$ cat src/rtl/wb_pkg.sv
`default_nettype none
// ============================================================================
// Module      : wb_pkg
// Description : Shared encodings for the write-back unit, register file and
//               control unit: result sources, load funct3 codes, write-back
//               FSM states and control FSM states.
// Revision    : 1.0 - initial release
// ============================================================================
package wb_pkg;

    // Write-back result source
    localparam logic [1:0] SRC_NONE = 2'b00;
    localparam logic [1:0] SRC_ALU  = 2'b01;
    localparam logic [1:0] SRC_PC4  = 2'b10;
    localparam logic [1:0] SRC_LOAD = 2'b11;

    // Load width / signedness (funct3)
    localparam logic [2:0] F3_LB  = 3'b000;
    localparam logic [2:0] F3_LH  = 3'b001;
    localparam logic [2:0] F3_LW  = 3'b010;
    localparam logic [2:0] F3_LBU = 3'b100;
    localparam logic [2:0] F3_LHU = 3'b101;

    // Write-back unit FSM
    localparam logic [1:0] WB_IDLE     = 2'd0;
    localparam logic [1:0] WB_WAIT_MEM = 2'd1;
    localparam logic [1:0] WB_DRAIN    = 2'd2;
    localparam logic [1:0] WB_COMMIT   = 2'd3;

    // Control FSM states, shared with register file and control unit
    localparam logic [2:0] CTL_FETCH      = 3'd0;
    localparam logic [2:0] CTL_DECODE     = 3'd1;
    localparam logic [2:0] CTL_EXECUTE    = 3'd2;
    localparam logic [2:0] CTL_MEMORY     = 3'd3;
    localparam logic [2:0] CTL_WRITE_BACK = 3'd4;
    localparam logic [2:0] CTL_TRAP       = 3'd5;

endpackage : wb_pkg
`default_nettype wire

$ cat src/rtl/wb_unit_load_align.sv
`default_nettype none
// ============================================================================
// Module      : load_align
// Description : Selects the addressed byte/half/word from an aligned read
//               word, sign- or zero-extends it, and flags misaligned or
//               illegal load encodings.
// Revision    : 1.0 - initial release
// ============================================================================
module load_align
    import wb_pkg::*;
#(
    parameter int XLEN = 32
) (
    input  logic [2:0]      funct3,
    input  logic [1:0]      addr_lo,
    input  logic [XLEN-1:0] rdata,
    output logic [XLEN-1:0] data,
    output logic            fault
);

    logic [7:0]  w_byte;
    logic [15:0] w_half;

    // Pick the addressed byte and half out of the read word
    always_comb begin
        w_byte = rdata[7:0];
        case (addr_lo)
            2'd0:    w_byte = rdata[7:0];
            2'd1:    w_byte = rdata[15:8];
            2'd2:    w_byte = rdata[23:16];
            default: w_byte = rdata[31:24];
        endcase
        w_half = addr_lo[1] ? rdata[31:16] : rdata[15:0];
    end

    // Extend the selected lane and classify the access
    always_comb begin
        data  = '0;
        fault = 1'b0;
        case (funct3)
            F3_LB:  data = {{(XLEN-8){w_byte[7]}}, w_byte};
            F3_LBU: data = {{(XLEN-8){1'b0}}, w_byte};
            F3_LH: begin
                data  = {{(XLEN-16){w_half[15]}}, w_half};
                fault = addr_lo[0];
            end
            F3_LHU: begin
                data  = {{(XLEN-16){1'b0}}, w_half};
                fault = addr_lo[0];
            end
            F3_LW: begin
                data  = rdata;
                fault = (addr_lo != 2'd0);
            end
            default: fault = 1'b1;
        endcase
    end

endmodule : load_align
`default_nettype wire

$ cat src/rtl/wb_unit.sv
`default_nettype none
// ============================================================================
// Module      : wb_unit
// Description : Write-back producer for the integer register file. Accepts
//               one request per instruction, waits for load data when
//               needed, and holds the write until the control FSM grants
//               its WRITE_BACK cycle.
// Revision    : 1.0 - initial release
// ============================================================================
module wb_unit
    import wb_pkg::*;
#(
    parameter int XLEN       = 32,
    parameter int REG_ADDR_W = 4
) (
    input  logic                  clk,
    input  logic                  rst,
    input  logic                  issue_valid,
    output logic                  issue_ready,
    input  logic [1:0]            issue_src,
    input  logic [REG_ADDR_W-1:0] issue_rd,
    input  logic [XLEN-1:0]       issue_value,
    input  logic [2:0]            issue_funct3,
    input  logic [1:0]            issue_addr_lo,
    input  logic                  mem_rvalid,
    input  logic [XLEN-1:0]       mem_rdata,
    input  logic                  flush,
    input  logic                  wb_grant,
    output logic [REG_ADDR_W-1:0] rd,
    output logic [XLEN-1:0]       result,
    output logic                  reg_write,
    output logic                  wb_done,
    output logic                  load_fault,
    output logic                  busy
);

    logic [1:0]            r_state;
    logic [REG_ADDR_W-1:0] r_rd;
    logic [XLEN-1:0]       r_result;
    logic                  r_wen;
    logic [2:0]            r_f3;
    logic [1:0]            r_addr_lo;
    logic                  r_fault;

    logic                  w_accept;
    logic [2:0]            w_la_f3;
    logic [1:0]            w_la_addr;
    logic [XLEN-1:0]       w_la_data;
    logic                  w_la_fault;

    // One aligner serves both jobs: in IDLE it checks the incoming request,
    // in WAIT_MEM it formats the returning data from the latched fields.
    always_comb begin
        w_la_f3   = (r_state == WB_IDLE) ? issue_funct3  : r_f3;
        w_la_addr = (r_state == WB_IDLE) ? issue_addr_lo : r_addr_lo;
    end

    load_align #(
        .XLEN (XLEN)
    ) u_load_align (
        .funct3  (w_la_f3),
        .addr_lo (w_la_addr),
        .rdata   (mem_rdata),
        .data    (w_la_data),
        .fault   (w_la_fault)
    );

    // Handshake and register-file facing outputs
    always_comb begin
        issue_ready = (r_state == WB_IDLE) && !flush;
        w_accept    = issue_valid && issue_ready;
        rd          = r_rd;
        result      = r_result;
        reg_write   = (r_state == WB_COMMIT) && r_wen;
        wb_done     = (r_state == WB_COMMIT) && wb_grant;
        load_fault  = r_fault;
        busy        = (r_state != WB_IDLE);
    end

    // Request tracking FSM; x0 writes are suppressed by clearing r_wen
    always_ff @(posedge clk or posedge rst) begin
        if (rst) begin
            r_state   <= WB_IDLE;
            r_rd      <= '0;
            r_result  <= '0;
            r_wen     <= 1'b0;
            r_f3      <= 3'b0;
            r_addr_lo <= 2'b0;
            r_fault   <= 1'b0;
        end else begin
            r_fault <= 1'b0;
            case (r_state)
                WB_IDLE: begin
                    if (w_accept) begin
                        case (issue_src)
                            SRC_LOAD: begin
                                if (w_la_fault) begin
                                    r_fault <= 1'b1;
                                end else begin
                                    r_state   <= WB_WAIT_MEM;
                                    r_rd      <= issue_rd;
                                    r_f3      <= issue_funct3;
                                    r_addr_lo <= issue_addr_lo;
                                    r_wen     <= (issue_rd != '0);
                                end
                            end
                            SRC_NONE: begin
                                r_state <= WB_COMMIT;
                                r_wen   <= 1'b0;
                            end
                            default: begin
                                r_state  <= WB_COMMIT;
                                r_rd     <= issue_rd;
                                r_result <= issue_value;
                                r_wen    <= (issue_rd != '0);
                            end
                        endcase
                    end
                end
                WB_WAIT_MEM: begin
                    // A flush with the response already here needs no drain
                    if (flush) begin
                        r_state <= mem_rvalid ? WB_IDLE : WB_DRAIN;
                    end else if (mem_rvalid) begin
                        r_state  <= WB_COMMIT;
                        r_result <= w_la_data;
                    end
                end
                WB_DRAIN: begin
                    if (mem_rvalid) r_state <= WB_IDLE;
                end
                WB_COMMIT: begin
                    if (wb_grant) r_state <= WB_IDLE;
                end
                default: r_state <= WB_IDLE;
            endcase
        end
    end

endmodule : wb_unit
`default_nettype wire

$ cat config.mk
export PLATFORM = sky130hd
export DESIGN_NAME = wb_unit
export DESIGN_NICKNAME = d
export VERILOG_FILES = /design/src/rtl/wb_pkg.sv /design/src/rtl/wb_unit_load_align.sv /design/src/rtl/wb_unit.sv
export SDC_FILE = /design/constraint.sdc
export NUM_CORES = 1
export LEC_CHECK = 0
export CAP_MARGIN = 20
export CORE_ASPECT_RATIO = 1.5
export CORE_UTILIZATION = 43
export DETAILED_ROUTE_END_ITERATION = 10
export PLACE_DENSITY = 0.84
export SLEW_MARGIN = 20
export SYNTH_ARGS = -nofsm -noshare
export SYNTH_HDL_FRONTEND = slang
export SYNTH_SLANG_ARGS = --single-unit
$ cat constraint.sdc
create_clock -name clk -period 3.2 [get_ports clk]
set_clock_uncertainty 0.1 [all_clocks]
set_input_delay 0.32 -clock clk [delete_from_list [all_inputs] [get_ports clk]]
set_output_delay 0.32 -clock clk [all_outputs]
set_load 0.1 [all_outputs]
# Yosys cells after proc, flatten, opt, wreduce, memory -nomap -nowiden
# Cells that the tools add are included.
[word_totals] output_inout_bits=41 in_bits=81 word_cells=77 reg_bits=45
[op_classes] reduce_logical=21 bitwise=2 n_mux=28 eq_ne=19
[ops] cell="32-bit one-hot mux with 5 select lines" n=1
[ops] cell="32-bit 2-to-1 mux" n=4
[ops] cell="32-bit one-hot mux with 2 select lines" n=1
[ops] cell="8-bit one-hot mux with 3 select lines" n=1
[ops] cell="2-bit 2-to-1 mux" n=9
[ops] cell="16-bit 2-to-1 mux" n=1
[ops] cell="2-bit inequality test, second input constant" n=7
[ops] cell="5-bit AND reduction" n=2
[ops] cell="2-bit equality test, second input constant" n=4
[ops] cell="2-bit one-hot mux with 4 select lines" n=1
[ops] cell="4-bit one-hot mux with 2 select lines" n=1
[ops] cell="4-bit AND reduction" n=2
[ops] cell="3-bit equality test, second input constant" n=2
[ops] cell="2-bit zero test" n=3
[ops] cell="3-bit inequality test, second input constant" n=2
[ops] cell="2-bit nonzero test" n=3
[ops] cell="2-bit OR reduction" n=3
[ops] cell="1-bit 2-to-1 mux" n=5
[ops] cell="2-bit by 1-bit equality test with 1-bit output, second input constant" n=2
[ops] cell="1-bit logical AND" n=4
[ops] cell="4-bit 2-to-1 mux" n=1
[ops] cell="4-bit nonzero test" n=1
[ops] cell="3-bit by 1-bit equality test with 1-bit output, second input constant" n=1
[ops] cell="3-bit by 2-bit equality test with 1-bit output, second input constant" n=1
[ops] cell="other kinds (7)" n=8

# Depth between registers and ports, before layout
# Gate-level depths: netlist (run 1).
[logic_depth] ltp_word=9 ltp_mapped=10 mapped_depth_nobuf=8

# By module
# Synthesis (run 1) repeated with hierarchy kept, for this count alone.
[unflattened] hier_cells=242 area_unflattened_um2=3060.4
[by_module_without_submodules] module="wb_unit" seq_area_each_um2=1126.1 area_each_um2=2374.8 cells_each=164 instances=1
[by_module_without_submodules] module="load_align" seq_area_each_um2=0.0 area_each_um2=685.7 cells_each=78 instances=1

# Worst setup path before layout (run 1)
# No wires, ideal clock.
[synth_path] kind="flip-flop to flip-flop" startpoint="register r_state[0]" endpoint="register r_rd[0], in the netlist rd[0]" arrival_time_ns=3.244 slack_ns=-0.270 path_stages_with_launch=9 setup_time_ns=0.125 cell_sequence="dfrtp_1 nor2_2 inv_2 buf_6 nor2_1 o311ai_2 or2_1 buf_6 mux2_4"
[synth_via] elab_cells_between_ends=16
[synth_lines] element="start, declared" line_no="wb_unit.sv:37" text="logic [1:0] r_state;"
[synth_lines] element="start signal, assigned" line_no="wb_unit.sv:123" text="r_state <= mem_rvalid ? WB_IDLE : WB_DRAIN;"
[synth_lines] element="2-bit zero test" line_no="wb_unit.sv:70" text="issue_ready = (r_state == WB_IDLE) && !flush;"
[synth_lines] element="1-bit logical AND" line_no="wb_unit.sv:70"
[synth_lines] element="via issue_ready" line_no="wb_unit.sv:19" text="output logic issue_ready,"
[synth_lines] element="1-bit logical AND" line_no="wb_unit.sv:71" text="w_accept = issue_valid && issue_ready;"
[synth_lines] element="4-bit AND reduction (no source line)"
[synth_lines] element="end signal, assigned" line_no="wb_unit.sv:101" text="r_rd <= issue_rd;"
[synth_lines] element="end signal, assigned" line_no="wb_unit.sv:113" text="r_rd <= issue_rd;"
[synth_lines] element="end, declared" line_no="wb_unit.sv:38" text="logic [REG_ADDR_W-1:0] r_rd;"
# The timed path passes the listed nets, and every way through them passes these cells.
# A chain may end at the register's enable or synchronous reset.

# Worst setup path in the final report (run 1)
[layout_path] startpoint="register r_state[1]" endpoint="register r_result[6], in the netlist result[6]"
[layout_via] elab_chain_len=8 elab_cells_between_ends=26
[layout_rtl] element="2-bit zero test"
[layout_rtl] element="2-bit 2-to-1 mux" line_no="wb_unit.sv:55" text="w_la_addr = (r_state == WB_IDLE) ? issue_addr_lo : r_addr_lo;"
[layout_rtl] element="2-bit equality test (tied with other cells)" line_no="wb_unit_load_align.sv:27" text="case (addr_lo)"
[layout_rtl] element="8-bit one-hot mux with 3 select lines" line_no="wb_unit_load_align.sv:27"
[layout_rtl] element="32-bit one-hot mux with 5 select lines" line_no="wb_unit_load_align.sv:40" text="case (funct3)"
[layout_rtl] element="32-bit 2-to-1 mux" line_no="wb_unit.sv:124" text="end else if (mem_rvalid) begin"
[layout_rtl] element="32-bit 2-to-1 mux" line_no="wb_unit.sv:122" text="if (flush) begin"
[layout_rtl] element="32-bit one-hot mux with 2 select lines" line_no="wb_unit.sv:92" text="case (r_state)"
[layout_rtl] element="end signal, assigned" line_no="wb_unit.sv:114" text="r_result <= issue_value;"
[layout_rtl] element="end signal, assigned" line_no="wb_unit.sv:126" text="r_result <= w_la_data;"
[layout_rtl] element="end, declared" line_no="wb_unit.sv:39" text="logic [XLEN-1:0] r_result;"
# Parallel ways exist; a longest one is shown, timed or not. The select of a mux whose other input is x is not followed.

==> flow_summary.yaml, run 1 <==
sta:
  fmaxAchievable_mhz: 344.3
  setup_ws_ns: 0.2958
  worstMarginPinSlew_ns: 1.125
  fin_crit_sh_pct: 90.76
  finalCriticalPeriod_ns: 2.904
  drv_slew: 0
  setup_viol: 0
  tns_ns: 0
  slew_headroom_pct: 25.01
  hold_violations: 0
  rsz0062_at_grt: "false"
grt:
  overflow: 0
  grt_busiest_layer: "met2"
  use_met1_pct: 33.61
  antenna_found_initial: 0
  use_met3_pct: 4.799
  grt_max_degree: 46
  globalRouteMet2Util_pct: 45.41
  grt_pass1_vias: 3037
  grt_pass1_wl_mm: 14.73
  track_usage_pct: 27.96
run_status:
  status: "finished clean"
layout:
  nets: 521
  n_fill_cell: 571
  fin_area_um2: 4220
  seqCellArea_um2: 1126
  n_antenna_cell: 0
  drive_above_1_share_pct: 10.48
  final_util_pct: 65.07
  syn_to_final_growth_pct: 46.40
  multiInputGateArea_um2: 1612
critical_path:
  worstPathRequired_ns: 3.31
  start_kind: "register"
  end_kind: "register"
  critPathMaxFanout: 15
  worstSetupPathType: "register to register"
  worstPathArrival_ns: 3.01
floorplanning:
  dieHeight_um: 102.3
  io-pin-count: 122
  die_width_um: 68.86
  initial_core_util_pct: 44.44
  dieArea_um2: 7042
  core_um2: 6486
  rows: 36
clocking:
  cts_tree: "done"
  cts_buffers: 5
  cts_setup_buffers: 0
  cts_max_level: 2
  cts_resized: 0
  hold_buffers: 0
  cts_sinks: 45
  clock_latency_ns: 0.29
  clk_pin_slew_worst_paths_ns: 0.08
  cts_max_path_buffers: 2
  cts_root_buf: "clkbuf_8"
detailed_routing:
  dr.first_iter.drc_count: 237
  via_per_inst: 6.124
  num_vias: 3154
  wire_per_inst_um: 18.63
  ant_nets: 0
  wirelength_mm: 9.595
  drc_errors: 0
  drtPass1Iterations: 5
place:
  portBuffers: 121
  gp_congestion: 0.9357
  postPlaceCellArea_um2: 4136
  dpl_worst_slack_ns: 0.3859
  hpwl_mm: 7.246
hold_path:
  hold_class: "register to register"
synthesis:
  synth.top_cell.area_share_pct: 39.06
  synthesis.nets: 406
  synth_cells: 323
  synth_edf_count: 0
  yosysWarningCount: 0
  synth-seq-area-share_pct: 39.06
  synth_area_per_cell_um2: 8.925
  synth.most_common_cell: "a21oi_1"
  post-synth-top-area-cell: "dfrtp_1"
  synth_ff_type: "dfrtp_1"
  synth_area_leaders: "dfrtp_1 (39%), a21oi_1 (9.0%), o22ai_1 (6.9%)"
  async_flop_share_pct: 100.0
  syn-cell-area_um2: 2883
  ys_types: 52
  ys_ff_latch: 45
  ys_top_cells_by_count: "a21oi_1 (52), dfrtp_1 (45), nor2_1 (39)"
flow_run:
  drv_cap: 0
## routing by layer
metal | share of wire (%) | vias up
met5 | 0 | -
met4 | 5.0 | 0
met3 | 6.8 | 41
met2 | 50 | 157
met1 | 38 | 1494
li1 | - | 1462
## worst max-delay path, stage by stage, from the launching register on
cell	delay, ns
dfrtp_1	0.60
nor2_2	0.10
inv_2	0.21
mux2_2	0.43
o22ai_1	0.88
a221oi_1	0.30
o22ai_1	0.20
## state kept, by name, summed over array words and instances, names as in the netlist
name        count
load_fault      1
r_f3            3
r_addr_lo       2
rd              4
r_state         2
result         32
r_wen           1
## final cells by class
cell class | count | share of cell area (%)
clock buffers | 7 | 1.808
clock inverters | 1 | 0.1779
inverters | 8 | 0.7115
multi-input cells | 247 | 38.19
flip-flops and latches | 45 | 26.68
well taps | 76 | 2.253
repair buffers | 131 | 30.18
## cells by family (layout without fill, tap and decap cells)
kind of cell	after synthesis	in the layout	synth area share, %
buf+inv	31	147	5.121
compound gates	138	138	31.99
flops	45	45	39.06
xor+xnor	1	1	0.3039
simple gates	91	91	15.76
fa+ha+maj	2	2	0.8679
mux	15	15	6.901
## path summary, 6_finish.rpt
path | startpoint | to | slack, ns | cells after the start
setup / recovery | r_state[1]$_DFFE_PP0P_ | result[6]$_DFFE_PP0P_ | 0.30 | 6
hold / removal | r_wen$_DFFE_PP0P_ | r_wen$_DFFE_PP0P_ | 0.41 | 2
setup reg to reg | r_state[1]$_DFFE_PP0P_ | result[6]$_DFFE_PP0P_ | 0.30 | 6
hold reg to reg | r_wen$_DFFE_PP0P_ | r_wen$_DFFE_PP0P_ | 0.41 | 2
max in group asynchronous | rst | result[6]$_DFFE_PP0P_ | 1.95 | 2
min in group asynchronous | rst | result[8]$_DFFE_PP0P_ | 0.46 | 2
## per-stage QoR
stage / hold WS [ns] / cells
after floorplan: 0.3414 / 323
after global placement: 0.3636 / 507
after detailed placement: 0.3767 / 507
after CTS: 0.4031 / 515
after global routing: 0.4290 / 515
final: 0.4087 / 515
## cells in the final DEF, fill, tap and decap left out, types with 2 or more instances in the layout
cell             Yosys  layout
clkdlybuf4s50_1      0     116
a21oi_1             52      52
dfrtp_1             45      45
nor2_1              39      38
o22ai_1             32      32
nand2_1             23      23
buf_4                0      15
a22oi_1             14      14
a211o_1              8       8
a311oi_1             7       7
a221oi_1             7       7
mux2_2               6       6
inv_1                7       6
mux2_4               5       5
clkbuf_8             0       5
nand2b_1             4       4
o21ai_0              4       4
nor4_1               4       4
a31oi_1              3       3
and3_1               3       3
nor2_2               1       2
inv_2                1       2
mux2i_1              2       2
nor4b_1              2       2
and2_1               2       2
a211oi_1             2       2
ha_1                 2       2
clkbuf_1            13       2
Power of run 1 is left out: the tool's default activity adds up to more than one toggle a clock period on the data nets, which glitch-free logic cannot reach.
==> run 2: changes to the inputs <==
--- a/config.mk
+++ b/config.mk
@@ -5,9 +5,10 @@
 export SDC_FILE = /design/constraint.sdc
 export NUM_CORES = 1
 export LEC_CHECK = 0
-export CAP_MARGIN = 20
+export CAP_MARGIN = 15
 export CORE_ASPECT_RATIO = 1.5
 export CORE_UTILIZATION = 43
+export CTS_BUF_LIST = sky130_fd_sc_hd__clkbuf_16
 export DETAILED_ROUTE_END_ITERATION = 10
 export PLACE_DENSITY = 0.84
 export SLEW_MARGIN = 20
==> run 2 against run 1 <==
Against the previous run: non-clock buffer count unchanged; sequential share of layout area decreased by 0.39 points; utilization is 0.96 points higher; die area unchanged; critical path depth grew 1; final cell count unchanged; sequential cell count stayed put; fmax rose by 9.8%; critical path type unchanged.
==> flow_summary.yaml, run 2 (synthesized netlist as in run 1, its figures left out) <==
layout:
  drive_above_1_share_pct: 10.71
  n_fill_cell: 561
  fin_area_um2: 4283
  layout_common_cells: "clkdlybuf4s50_1 (116), a21oi_1 (52), dfrtp_1 (45), nor2_1 (38), o22ai_1 (31)"
  final_common_cell: "clkdlybuf4s50_1"
  syn_to_final_growth_pct: 48.57
  n_antenna_cell: 0
  largest_register_ffs: 32
  nets: 521
floorplanning:
  die_width_um: 68.86
  io-pin-count: 122
  dieHeight_um: 102.3
  rows: 36
  core_um2: 6486
  dieArea_um2: 7042
  initial_core_util_pct: 44.44
sta:
  finalCriticalPeriod_ns: 2.645
  worstMarginPinSlew_ns: 0.9896
  setup_viol: 0
  slew_headroom_pct: 33.82
  tns_ns: 0
  hold_violations: 0
  rsz0062_at_grt: "false"
  drv_slew: 0
  whs_ns: 0.4057
  fmaxAchievable_mhz: 378.0
  fin_crit_sh_pct: 82.66
detailed_routing:
  drtPass1Iterations: 5
  num_vias: 3184
  dr.first_iter.drc_count: 242
  ant_nets: 0
  drc_errors: 0
  via_per_inst: 6.183
  wire_per_inst_um: 18.73
  wirelength_mm: 9.648
clocking:
  cts_root_buf: "clkbuf_16"
  clock_latency_ns: 0.29
  cts_setup_buffers: 0
  cts_resized: 0
  cts_max_level: 2
  clk_pin_slew_worst_paths_ns: 0.06
  cts_max_path_buffers: 2
  cts_sinks: 45
  cts_buffers: 5
  cts_tree: "done"
  hold_buffers: 0
run_status:
  status: "finished clean"
place:
  portBuffers: 121
  hpwl_mm: 7.246
  gp_congestion: 0.9357
  postPlaceCellArea_um2: 4136
hold_path:
  hold_class: "register to register"
  hold_depth: 2
  worstHoldEndpoint: "r_wen$_DFFE_PP0P_"
  min_from: "r_wen$_DFFE_PP0P_"
critical_path:
  critPathMaxFanout: 15
  r2r_end: "rd[0]$_DFFE_PP0P_"
  worstPathArrival_ns: 2.72
  reg2regPathDepth: 7
  worstSetupPathType: "register to register"
  end_kind: "register"
  worstReg2RegStart: "r_state[1]$_DFFE_PP0P_"
  rrSetupSlack_ns: 0.55
  start_kind: "register"
  worstPathRequired_ns: 3.27
grt:
  overflow: 0
  grt_pass1_vias: 3035
  grt_pass1_wl_mm: 14.87
  track_usage_pct: 28.44
  antenna_found_initial: 0
  grt_max_degree: 46
flow_run:
  drv_cap: 0
-- run 2: cell types whose count changed in the layout (fill, tap and decap cells not counted) --
cell       delta
o22ai_1       -1
clkbuf_16     +5
clkbuf_8      -5
clkbuf_1      -2
inv_1         +2
o22ai_2       +1
-- run 2: cell type report --
cell class / instances / area, µm² / share of cell area [%]
Clock inverter: 3 / 15.01 / 0.3506
Timing Repair Buffer: 131 / 1274 / 29.74
Inverter: 8 / 30.03 / 0.7011
Tap cell: 76 / 95.09 / 2.220
Sequential cell: 45 / 1126 / 26.29
Clock buffer: 5 / 125.1 / 2.921
Multi-Input combinational cell: 247 / 1618 / 37.77
-- run 2: stage by stage --
step                      setup WS (ns)  utilization (%)  instances
final                            0.5547            66.03        515
after global routing             0.4109            66.03        515
after CTS                        0.3281            65.93        515
after detailed placement         0.3859            63.77        507
after global placement           0.4143            63.77        507
after floorplan                  0.3267                -        323
-- run 2: worst max-delay path: stages (launching register included) --
cell and delay [ns]:
dfrtp_1 0.60, nor2_2 0.10, inv_2 0.21, mux2_2 0.43, nor3_4 0.26, o311ai_2 0.17
or2_1 0.34, mux2_4 0.32
-- run 2: routing by layer --
metal	vias up	track usage, %	wire length, µm
li1	1461	-	-
met1	1529	34.87	3685
met2	158	46.53	4925
met3	36	4.799	615
met4	0	14.91	422
met5	-	0	0
-- run 2: worst max-delay path by stage --
stage                            from                      to  slack (ns)  depth (start not counted)
3_5_place_dp             issue_src[1]  result[28]$_DFFE_PP0P_        0.39                          8
5_1_grt        r_state[1]$_DFFE_PP0P_       rd[0]$_DFFE_PP0P_        0.41                          7
4_1_cts        r_state[1]$_DFFE_PP0P_  result[13]$_DFFE_PP0P_        0.33                          7
6_report       r_state[1]$_DFFE_PP0P_       rd[0]$_DFFE_PP0P_        0.55                          7
3_3_place_gp         issue_addr_lo[1]   result[6]$_DFFE_PP0P_        0.41                          6
2_1_floorplan  r_state[0]$_DFFE_PP0P_       rd[0]$_DFFE_PP0P_        0.33                          8
Power of run 2 is left out for the same reason.
==> run 3: changes to the inputs <==
--- a/config.mk
+++ b/config.mk
@@ -7,10 +7,10 @@
 export LEC_CHECK = 0
 export CAP_MARGIN = 15
 export CORE_ASPECT_RATIO = 1.5
-export CORE_UTILIZATION = 43
+export CORE_UTILIZATION = 39
 export CTS_BUF_LIST = sky130_fd_sc_hd__clkbuf_16
 export DETAILED_ROUTE_END_ITERATION = 10
-export PLACE_DENSITY = 0.84
+export PLACE_DENSITY = 0.8
 export SLEW_MARGIN = 20
 export SYNTH_ARGS = -nofsm -noshare
 export SYNTH_HDL_FRONTEND = slang
==> constraint.sdc (replaced) <==
create_clock -name clk -period 2.4 [get_ports clk]
set_clock_uncertainty 0.1 [all_clocks]
set_input_delay 0.24 -clock clk [delete_from_list [all_inputs] [get_ports clk]]
set_output_delay 0.24 -clock clk [all_outputs]
set_load 0.1 [all_outputs]
==> run 3 against run 2 <==
Against the previous run: worst hold slack lost 0.11 ns; cell area grew 5.1%; die area grew 10%; clock-buffer cell count is the same; via count shrank 0.13%; register-to-register slack lost 0.46 ns; final cell count grew 9.5%; first-iteration DRC count shrank 16%; sequential cell count is the same; non-clock buffer count grew 26; global-route usage shrank 2.9 points; routed wire length grew 1.0%.
==> flow_summary.yaml, run 3 (synthesized netlist as in run 1, its figures left out) <==
floorplanning:
  die_width_um: 72.20
  dieArea_um2: 7747
  initial_core_util_pct: 40.15
  core_um2: 7179
  rows: 38
  dieHeight_um: 107.3
  io-pin-count: 122
place:
  postPlaceCellArea_um2: 4349
  gp_congestion: 0.8809
  portBuffers: 121
  dpl_worst_slack_ns: -0.05620
  hpwl_mm: 7.656
critical_path:
  endpoint: "rd[0]$_DFFE_PP0P_"
  crit_slowest_cell: "dfrtp_1"
  r2r_end: "rd[0]$_DFFE_PP0P_"
  worstSetupPathType: "register to register"
  cp.buffers_inverters: 1
  cpPeakStageDelay_ns: 0.47
  worst-path-stages: 7
  rrSetupSlack_ns: 0.09
  setup.worst_path.start: "r_state[1]$_DFFE_PP0P_"
  start_kind: "register"
  end_kind: "register"
  crit_family: "multiplexers"
  worstPathArrival_ns: 2.37
  worstPathRequired_ns: 2.46
  worstReg2RegStart: "r_state[1]$_DFFE_PP0P_"
  crit_path_cell_trace: "nor2_2, inv_2, mux2_2, nor3_4, o311ai_4, or2_4, mux2_4"
  reg2regPathDepth: 7
  critPathMaxFanout: 7
clocking:
  cts_max_path_buffers: 2
  clk_pin_slew_worst_paths_ns: 0.06
  cts_max_level: 2
  cts_buffers: 5
  clock_latency_ns: 0.28
  cts_sinks: 45
  cts_setup_buffers: 0
  cts_root_buf: "clkbuf_16"
  hold_buffers: 0
  cts_tree: "done"
grt:
  grt_pass1_wl_mm: 15.41
  grt_pass1_vias: 3185
  antenna_found_initial: 0
  overflow: 0
  grt_max_degree: 34
  track_usage_pct: 25.57
detailed_routing:
  ant_nets: 0
  drtPass1Iterations: 5
  drc_errors: 0
  via_per_inst: 5.638
  wire_per_inst_um: 17.28
  dr.first_iter.drc_count: 203
  wirelength_mm: 9.744
  num_vias: 3180
flow_run:
  drv_cap: 0
sta:
  fin_crit_sh_pct: 96.17
  setup_ws_ns: 0.09198
  drv_slew: 0
  setup_viol: 0
  rsz0062_at_grt: "true"
  hold_violations: 0
  whs_ns: 0.2917
  finalCriticalPeriod_ns: 2.308
  slew_headroom_pct: 52.01
  worstMarginPinSlew_ns: 0.7086
  fmaxAchievable_mhz: 433.3
layout:
  syn_to_final_growth_pct: 56.21
  n_antenna_cell: 0
  nets: 547
  drive_above_1_share_pct: 23.92
  final_util_pct: 62.72
  largest_register_ffs: 32
  final_common_cell: "clkdlybuf4s50_1"
  layout_common_cells: "clkdlybuf4s50_1 (80), buf_4 (72), a21oi_1 (52), dfrtp_1 (45), nor2_1 (38)"
  fin_area_um2: 4503
run_status:
  status: "finished clean"
hold_path:
  hold_class: "input port to asynchronous set/reset pin"
[run 3: cell types whose count changed in the layout (fill, tap and decap cells not counted), moves of 2 or more]
cell,delta
a31oi_1,-2
a31oi_2,+2
buf_12,+5
buf_4,+57
clkdlybuf4s50_1,-36
[run 3: stage by stage]
step,std cells,TNS (ns)
after CTS,564,0
final,564,0
after detailed placement,557,-0.9293
after global placement,557,-0.6116
after global routing,564,-0.1017
after floorplan,323,-0.2364
[run 3: timing repair]
action                     in CTS  in global routing
setup endpoints to repair       1                 12
gates resized for setup         1                  4
hold endpoints to repair        0                  0
[run 3: worst min-delay path by stage]
| stage | endpoint | slack (ns) | start |
|---|---|---|---|
| CTS | result[8]$_DFFE_PP0P_ | 0.30 | rst |
| global placement | r_wen$_DFFE_PP0P_ | 0.38 | r_wen$_DFFE_PP0P_ |
| floorplan | load_fault$_DFF_PP0_ | 0.28 | issue_valid |
| global route | result[8]$_DFFE_PP0P_ | 0.34 | rst |
| finish | result[13]$_DFFE_PP0P_ | 0.29 | rst |
| detailed placement | r_wen$_DFFE_PP0P_ | 0.39 | r_wen$_DFFE_PP0P_ |
[run 3: layout make-up]
type | count | area (µm²)
tap | 100 | 125.1
sequential | 45 | 1126
inverter | 8 | 30.03
timing repair buffer | 157 | 1441
clock inverter | 2 | 7.507
fill | 615 | 2676
clock buffer | 5 | 125.1
multi-input combinational | 247 | 1648
[run 3: routing by layer]
metal	track usage, %	share of wire [%]	wire length (µm)	vias to the layer above
met5	0	0	0	-
met4	11.06	2.9	285	0
met3	4.401	5.1	501	22
met2	45.13	54	5237	129
met1	29.78	38	3719	1521
li1	-	-	-	1508
Power of run 3 is left out for the same reason.
